$ cat src/rtl/fu_issue_arbiter.sv
// Issue arbiter: picks one ready reservation-station entry per transfer and presents it to the FU.
// Build option FU_ARB_ROUND_ROBIN_EN selects round-robin; otherwise fixed priority (lowest index wins).
module fu_issue_arbiter #(
    parameter int N     = 8,
    parameter int CNT_W = 16
) (
    input  logic                 clk,
    input  logic                 rst_n,
    input  logic [N-1:0]         req,
    input  logic                 flush,
    input  logic                 fu_ready,
    output logic                 grant_valid,
    output logic [N-1:0]         grant,
    output logic [$clog2(N)-1:0] grant_idx,
    output logic [CNT_W-1:0]     xfer_count
);
    localparam int IW = $clog2(N);

    // state | meaning
    // IDLE  | no grant presented, waiting for any request
    // GRANT | grant held until the FU accepts it or a flush drops it
    localparam logic [0:0] ST_IDLE  = 1'b0;
    localparam logic [0:0] ST_GRANT = 1'b1;

    logic [0:0]       state_q, state_d;
    logic [N-1:0]     grant_q, grant_d;
    logic [IW-1:0]    idx_q, idx_d;
    logic [CNT_W-1:0] cnt_q, cnt_d;

    logic             xfer;
    logic             found;
    logic [N-1:0]     cand;
    logic [IW-1:0]    base;
    logic [IW-1:0]    scan_idx;
    logic [IW-1:0]    win_idx;

    assign xfer = (state_q == ST_GRANT) && fu_ready && !flush;
    // The entry just transferred is not eligible for the back-to-back pick.
    assign cand = (state_q == ST_GRANT) ? (req & ~grant_q) : req;

`ifdef FU_ARB_ROUND_ROBIN_EN
    logic [IW-1:0] ptr_q, ptr_d;

    // Back-to-back picks already search from the post-transfer pointer.
    assign ptr_d = xfer ? (idx_q + IW'(1)) : ptr_q;
    assign base  = ptr_d;

    always_ff @(posedge clk) begin
        if (!rst_n) begin
            ptr_q <= '0;
        end else begin
            ptr_q <= ptr_d;
        end
    end
`else
    assign base = '0;
`endif

    // N is a power of two, so base+k wraps naturally at IW bits.
    always_comb begin
        found    = 1'b0;
        win_idx  = '0;
        scan_idx = '0;
        for (int k = 0; k < N; k++) begin
            scan_idx = base + IW'(k);
            if (!found && cand[scan_idx]) begin
                found   = 1'b1;
                win_idx = scan_idx;
            end
        end
    end

    always_comb begin
        state_d = state_q;
        grant_d = grant_q;
        idx_d   = idx_q;
        cnt_d   = xfer ? (cnt_q + CNT_W'(1)) : cnt_q;
        if (flush) begin
            state_d = ST_IDLE;
            grant_d = '0;
            idx_d   = '0;
        end else if ((state_q == ST_IDLE) || xfer) begin
            if (found) begin
                state_d = ST_GRANT;
                grant_d = {{(N-1){1'b0}}, 1'b1} << win_idx;
                idx_d   = win_idx;
            end else begin
                state_d = ST_IDLE;
                grant_d = '0;
                idx_d   = '0;
            end
        end
    end

    always_ff @(posedge clk) begin
        if (!rst_n) begin
            state_q <= ST_IDLE;
            grant_q <= '0;
            idx_q   <= '0;
            cnt_q   <= '0;
        end else begin
            state_q <= state_d;
            grant_q <= grant_d;
            idx_q   <= idx_d;
            cnt_q   <= cnt_d;
        end
    end

    assign grant_valid = (state_q == ST_GRANT);
    assign grant       = grant_q;
    assign grant_idx   = idx_q;
    assign xfer_count  = cnt_q;

endmodule

$ cat config.mk
export PLATFORM = sky130hd
export DESIGN_NAME = fu_issue_arbiter
export DESIGN_NICKNAME = d
export VERILOG_FILES = /design/src/rtl/fu_issue_arbiter.sv
export SDC_FILE = /design/constraint.sdc
export NUM_CORES = 1
export LEC_CHECK = 0
export CAP_MARGIN = 20
export CORE_ASPECT_RATIO = 1.25
export CORE_MARGIN = 2
export CORE_UTILIZATION = 49
export CTS_CLUSTER_DIAMETER = 40
export DETAILED_ROUTE_END_ITERATION = 10
export PLACE_DENSITY_LB_ADDON = 0.1
export SKIP_LAST_GASP = 1
export SLEW_MARGIN = 15
export SYNTH_ARGS = -nofsm -noshare
export SYNTH_HDL_FRONTEND = slang
export SYNTH_SLANG_ARGS = --single-unit
$ cat constraint.sdc
create_clock -name clk -period 4.9 [get_ports clk]
set_clock_uncertainty 0.15 [all_clocks]
set_input_delay 0.49 -clock clk [delete_from_list [all_inputs] [get_ports clk]]
set_output_delay 0.49 -clock clk [all_outputs]
set_load 0.01 [all_outputs]
==> results.toml, run 1 <==
[sta]
slew_headroom_pct = 64.38
slew_viol_final = 0
worstMarginPinSlew_ns = 0.5336
grt_setup_unrepaired = "no"
setup_viol = 0
fin_ws_ns = 2.600
fin_setup_tns_ns = 0
post-route-period-util_pct = 46.94
max_clock_freq_mhz = 434.8
min_period_ns = 2.300
hold_viol = 0

[yosys]
synth_edf_count = 0
synthDistinctLibCells = 44
yosys.area.top_type = "dfxtp_1"
yosysSeqAreaShare_pct = 38.49
post_synth.cell_area_avg_um2 = 8.935
ys_seq_elements = 28
yosys_warnings = 0
ys_async_sr_fraction_pct = 0
synth.area.top_cells = "dfxtp_1 (38%), and2_1 (5.6%), nand2_1 (5.2%)"
netlist_instances = 163
syn_area_mm2 = 0.001456
ys_dominant_reg_cell = "dfxtp_1"
synth_top_area_share_pct = 38.49
synth_fp_nets = 176

[floorplan]
row_count = 22
start_util_pct = 50.39
die_area_mm2 = 0.003427
core_mm2 = 0.002890
ioPinCount = 40
die_w_um = 52.76
die_y_um = 64.96

[global_routing]
grt_pass1_vias = 1199
grt.total_usage_pct = 19.68
grt_pass1_wl_um = 5175
antenna_found_initial = 0
grt_start_max_net_pins = 19
grt-ovfl-total = 0

[worst_setup_path]
cp-start-kind = "register"
cp-end-kind = "output pin"
crit_fanout = 16
slowest_delay_ns = 0.69
critical_path_class = "register to output pin"
critPathSlowestCell = "dfxtp_1"
critPathBufInv = 1
cp_top_family = "flip-flops"
crit_chain = "clkdlybuf4s50_1"
required_ns = 4.26
cp.arrival_ns = 1.66

[pwr]
powerDensity_mw_per_mm2 = 206.2
sw_frac_of_total_pct = 24.01
pwr-share-seq_pct = 59.8
p_sw_uw = 93.79
clkPwrFrac_pct = 29.2
p_int_uw = 296.8
power_frac_comb_pct = 11.0
p_leak_nw = 0.7024
peakVddDrop_v = 0.0001344

[routing]
dr.pass1.iters = 5
wl_per_cell_um = 13.30
drt_iter0_markers = 31
drc = 0
drtAntennaViolNets = 0
viasPerCell = 5.536
routed_wl_um = 3152
vias = 1312

[status]
status = "finished clean"

[clock_tree]
post_cts_buffers = 0
cts-root-buf = "clkbuf_4"
htree_levels = 1
cts_tree = "yes"
insertion_delay_ns = 0.33
cts_buffers = 3
ctsLongestPathBuffers = 2
cts_resized = 0
hold_buffers = 0
cts.sinks = 28
clk_pin_slew_worst_paths_ns = 0.15

[hold_path]
hold_class = "register to register"

[placement]
pre_cts_ws_ns = 2.452
routabilityCongestion = 0.8900
post-dp-hpwl_um = 2415
numPortBuffers = 39

[finish]
n_antenna_cell = 0
layout-drive-gt1-share_pct = 6.468
syn_to_final_growth_pct = 30.07
nNetsFinal = 215

[run]
cap_viol_max_count = 0
## per-stage QoR
step                hold slack [ns]  cell area, um^2  total power, mW  utilization (%)  instances
global placement             0.2976             1858           0.2805            64.29        233
detailed placement           0.3006             1858           0.2815            64.29        233
global route                 0.3542             1894           0.4076            65.54        237
floorplan                    0.3261             1456           0.2628                -        163
finish                       0.3190             1894           0.3906            65.54        237
CTS                          0.3212             1894           0.3965            65.54        237
## sequential cells by signal (all words and copies together) (netlist names)
| register | count |
|---|---|
| grant_valid | 1 |
| grant_idx | 3 |
| grant | 8 |
| xfer_count | 16 |
## cells in the final DEF, fill, tap and decap left out, types with 2 or more instances in the layout
master	Yosys	layout
clkbuf_4	0	3
clkdlybuf4s50_1	0	39
nand2_1	20	20
and3_1	2	2
or3_1	3	3
or2b_1	3	3
dfxtp_1	28	28
inv_1	4	4
o21ai_0	7	7
a21oi_1	11	11
o221a_2	2	2
a211o_1	2	2
xnor2_1	5	5
nor2_1	5	5
and2_1	13	13
nor3_1	5	5
a21boi_1	5	5
nand2b_1	3	3
nand3_1	8	8
nor2b_1	2	2
nand4_1	2	2
xor2_1	7	7
## power groups by stage
stage	Clock (mW)	Combinational, mW	Sequential, mW
finish	0.114	0.0429	0.234
global route	0.126	0.0470	0.234
CTS	0.120	0.0430	0.234
detailed placement	0	0.0428	0.239
global placement	0	0.0421	0.238
floorplan	0	0.0246	0.238
## kinds of logic (layout without fill, tap and decap cells)
group	after synthesis	in the layout	synth area share [%]
buf+inv	9	47	3.350
compound gates	38	38	19.07
flops	28	28	38.49
simple gates	74	74	30.33
fa+ha+maj	1	1	0.8590
mux	1	1	0.6873
xor+xnor	12	12	7.216
## path summary, 6_finish.rpt
kind | startpoint | end | slack, ns | cells past startpoint
hold / removal | grant_idx[1] | grant_idx[1] | 0.32 | 2
setup reg to reg | grant_valid | grant[6] | 2.79 | 5
hold reg to reg | grant_idx[1] | grant_idx[1] | 0.32 | 2
setup / recovery | grant_valid | grant_valid | 2.60 | 1
## cell type report
class	count	area, um^2
clock buffer	4	36.28
tap	36	45.04
sequential	28	560.5
timing repair buffer	39	390.4
multi-input combinational	126	847.1
fill	258	996.0
inverter	4	15.01
## synth_stat cells, drive strengths merged, types with 2 or more instances
master   n
clkbuf   2
and2    13
xnor2    5
nand4    3
o221a    2
or2b     3
nor3     6
nand3    8
nand2b   3
a21boi   6
nor2b    2
o21ai    8
a211o    2
a21oi   11
xor2     7
nand3b   2
inv      4
and3     2
nand2   20
dfxtp   28
nor2     5
or3      3
o221ai   2
buf      3
## metal layers
metal | GRT usage, % | routed length [um]
met1 | 23.05 | 1316
met2 | 34.84 | 1713
met3 | 2.074 | 93
met4 | 8.974 | 29
met5 | 0 | 0
No activity file was read; power rests on OpenSTA's default activity.
==> run 2, diff against run 1 <==
- CORE_UTILIZATION: 49 -> 47
- clock period: 4.9 -> 2.2 ns (I/O delays scaled with it)
==> results.toml, run 2 (synthesis gave the netlist of run 1 again) <==
[sta]
hold_viol = 0
slew_headroom_pct = 66.28
grt_setup_unrepaired = "no"
fin_ws_ns = 0.2345
setup_viol = 0
min_period_ns = 1.965
slew_viol_final = 0
max_clock_freq_mhz = 508.8
fin_setup_tns_ns = 0
whs_ns = 0.3137
worstMarginPinSlew_ns = 0.5058
post-route-period-util_pct = 89.34

[pwr]
p_total_uw = 873.5
p_leak_nw = 0.7217
peakVddDrop_v = 0.0004777
powerDensity_mw_per_mm2 = 453.6

[floorplan]
die_w_um = 53.79
ioPinCount = 40
die_area_mm2 = 0.003563
die_y_um = 66.24
start_util_pct = 49.45
row_count = 22
core_mm2 = 0.002945

[clock_tree]
cts_buffers = 3
cts_tree = "yes"
hold_buffers = 0
cts.sinks = 28
cts-root-buf = "clkbuf_4"
cts_resized = 0
clk_pin_slew_worst_paths_ns = 0.15
insertion_delay_ns = 0.32
htree_levels = 1
ctsLongestPathBuffers = 2
post_cts_buffers = 0

[run]
cap_viol_max_count = 0

[finish]
largest_register_ffs = 16
instances_no_fill = 241
final_common_cell = "clkdlybuf4s50_1"
finish.instance_area_mm2 = 0.001926
nNetsFinal = 219
mostFrequentLayoutCells = "clkdlybuf4s50_1 (39), dfxtp_1 (27), nand2_1 (20)"
finish.utilization_pct = 65.38
n_antenna_cell = 0
fillCellCount = 247
syn_to_final_growth_pct = 32.22
layout-drive-gt1-share_pct = 8.780

[global_routing]
grt_start_max_net_pins = 17
grt_pass1_wl_um = 5409
antenna_found_initial = 0
grt-ovfl-total = 0
grt.total_usage_pct = 20.03
grt_pass1_vias = 1310

[worst_setup_path]
required_ns = 2.27
critical_path_class = "register to register"
cp-start-kind = "register"
cp.arrival_ns = 2.03
crit_fanout = 16
cp-end-kind = "register"

[routing]
routed_wl_um = 3275
viasPerCell = 5.498
drt_iter0_markers = 35
vias = 1325
drtAntennaViolNets = 0
drc = 0
wl_per_cell_um = 13.59
dr.pass1.iters = 4

[placement]
pre_cts_ws_ns = 0.04824
routabilityCongestion = 0.8616
numPortBuffers = 39
placed_area_mm2 = 0.001888
place_inst = 237
post-dp-hpwl_um = 2505

[hold_path]
hold_class = "register to register"

[status]
status = "finished clean"
## run 2: layer usage
metal	GRT usage, %	vias to the layer above	wire length, um
met5	0	-	0
met4	7.051	0	17
met3	2.941	2	95
met2	38.11	27	1773
met1	21.18	632	1389
li1	-	664	-
## run 2: layout make-up
class	instances	area, um^2	area share, %
tap	36	45.04	2.339
sequential	28	561.8	29.17
timing repair buffer	43	420.4	21.83
inverter	4	15.01	0.7797
clock buffer	4	36.28	1.884
multi-input combinational	126	847.1	43.99
## run 2: worst paths after layout
kind	depth (start not counted)	start	slack, ns	to
max	5	grant_valid	0.23	grant[6]
min	2	grant_idx[1]	0.31	grant_idx[1]
max reg2reg	5	grant_valid	0.23	grant[6]
min reg2reg	2	grant_idx[1]	0.31	grant_idx[1]
## run 2: report_power, final
group	switching (mW)	total [mW]	internal [mW]
Clock	0.150	0.251	0.101
Sequential	0.00812	0.521	0.513
Combinational	0.0502	0.102	0.0519
## run 2: critical path: stages, from the launching register on
cell and delay, ns:
dfxtp_2 0.52, nand2_1 0.09, a221o_1 0.37, o32ai_2 0.41, nand3b_4 0.23, o21ai_0 0.10
==> run 3, diff against run 2 <==
- CORE_MARGIN: 2 -> 5
- CTS_BUF_LIST: default -> sky130_fd_sc_hd__clkbuf_4 sky130_fd_sc_hd__clkbuf_8 sky130_fd_sc_hd__clkbuf_16
==> results.toml, run 3 (synthesis gave the netlist of run 1 again) <==
[finish]
syn_to_final_growth_pct = 33.16
largest_register_ffs = 16
final_common_cell = "clkdlybuf4s50_1"
regArea_um2 = 560.5
n_antenna_cell = 0
finish.instance_area_mm2 = 0.001939
mostFrequentLayoutCells = "clkdlybuf4s50_1 (39), dfxtp_1 (28), nand2_1 (20)"
multi_input_area_um2 = 847.1
fillCellCount = 252
nNetsFinal = 221
layout-drive-gt1-share_pct = 9.179

[routing]
dr.pass1.iters = 4
viasPerCell = 5.387
wl_per_cell_um = 13.43
vias = 1309
routed_wl_um = 3264
drtAntennaViolNets = 0
drc = 0
drt_iter0_markers = 34

[placement]
placed_area_mm2 = 0.001903
numPortBuffers = 39
post-dp-hpwl_um = 2590
pre_cts_ws_ns = 0.08837
routabilityCongestion = 0.8464

[floorplan]
row_count = 22
die_area_mm2 = 0.004319
start_util_pct = 48.99
core_mm2 = 0.002973
die_w_um = 59.79
ioPinCount = 40
die_y_um = 72.24

[clock_tree]
htree_levels = 1
cts_buffers = 3
post_cts_buffers = 0
ctsLongestPathBuffers = 2
cts_tree = "yes"
cts_resized = 0
cts.sinks = 28
clk_pin_slew_worst_paths_ns = 0.15
cts-root-buf = "clkbuf_4"
hold_buffers = 0
insertion_delay_ns = 0.32

[sta]
setup_viol = 0
max_clock_freq_mhz = 492.8
post-route-period-util_pct = 92.25
hold_viol = 0
grt_setup_unrepaired = "no"
min_period_ns = 2.029
fin_setup_tns_ns = 0
fin_ws_ns = 0.1706
slew_headroom_pct = 67.34
slew_viol_final = 0
whs_ns = 0.3189
worstMarginPinSlew_ns = 0.4899

[global_routing]
antenna_found_initial = 0
grt_pass1_vias = 1281
grt.total_usage_pct = 15.72
grt_pass1_wl_um = 5430
grt_start_max_net_pins = 17
grt-ovfl-total = 0

[worst_setup_path]
cp-start-kind = "register"
critical_path_class = "register to register"
cp-end-kind = "register"
cp.arrival_ns = 2.11
timing.rr.start = "grant_valid"
crit_fanout = 13
crit_path_start = "grant_valid"
required_ns = 2.28

[hold_path]
hold_class = "register to register"
hp-start = "grant_idx[1]"

[status]
status = "finished clean"

[pwr]
peakVddDrop_v = 0.0003953
powerDensity_mw_per_mm2 = 450.0
p_total_uw = 872.8
p_leak_nw = 0.7311

[run]
cap_viol_max_count = 0
[run 3: cell count changes in the layout (fill, tap and decap cells not counted), sizes merged]
cell,previous run,this run
buf,4,6
[run 3: stage by stage]
step / util, % / std cells
after detailed placement: 64.02 / 239
after global placement: 64.02 / 239
after floorplan: - / 163
after global routing: 65.24 / 243
after CTS: 65.24 / 243
final: 65.24 / 243
[run 3: final cells by class]
class / count / area share, %
flip-flops and latches: 28 / 28.90
clock buffers: 4 / 1.871
inverters: 4 / 0.7742
well taps: 36 / 2.323
repair buffers: 45 / 22.45
multi-input cells: 126 / 43.68
[run 3: metal layers]
layer  GRT usage (%)  wire length, um  vias to the layer above
li1                -                -                      662
met1           17.36             1351                      615
met2           29.57             1747                       28
met3           2.491              130                        4
met4           4.926               34                        0
met5               0                0                        -
[run 3: report_power, final]
| group | leakage (nW) | total (mW) | internal [mW] | switching, mW |
|---|---|---|---|---|
| logic | 0.484 | 0.104 | 0.0541 | 0.0499 |
| registers | 0.226 | 0.520 | 0.512 | 0.00756 |
| clock network | 0.0210 | 0.249 | 0.101 | 0.148 |
| total | 0.731 | 0.873 | 0.668 | 0.205 |
[run 3: path summary, 6_finish.rpt]
check                                    end  slack [ns]  cells past startpoint
worst min-delay path            grant_idx[1]        0.32                      2
worst min register to register  grant_idx[1]        0.32                      2
worst max-delay path                grant[6]        0.17                      5
worst max register to register      grant[6]        0.17                      5
[run 3: critical path: stages, from the launching register on]
cell and delay (ns):
dfxtp_1 0.63, nand2_1 0.09, a221o_1 0.37, o32ai_2 0.39
nand3b_4 0.23, o21ai_0 0.08
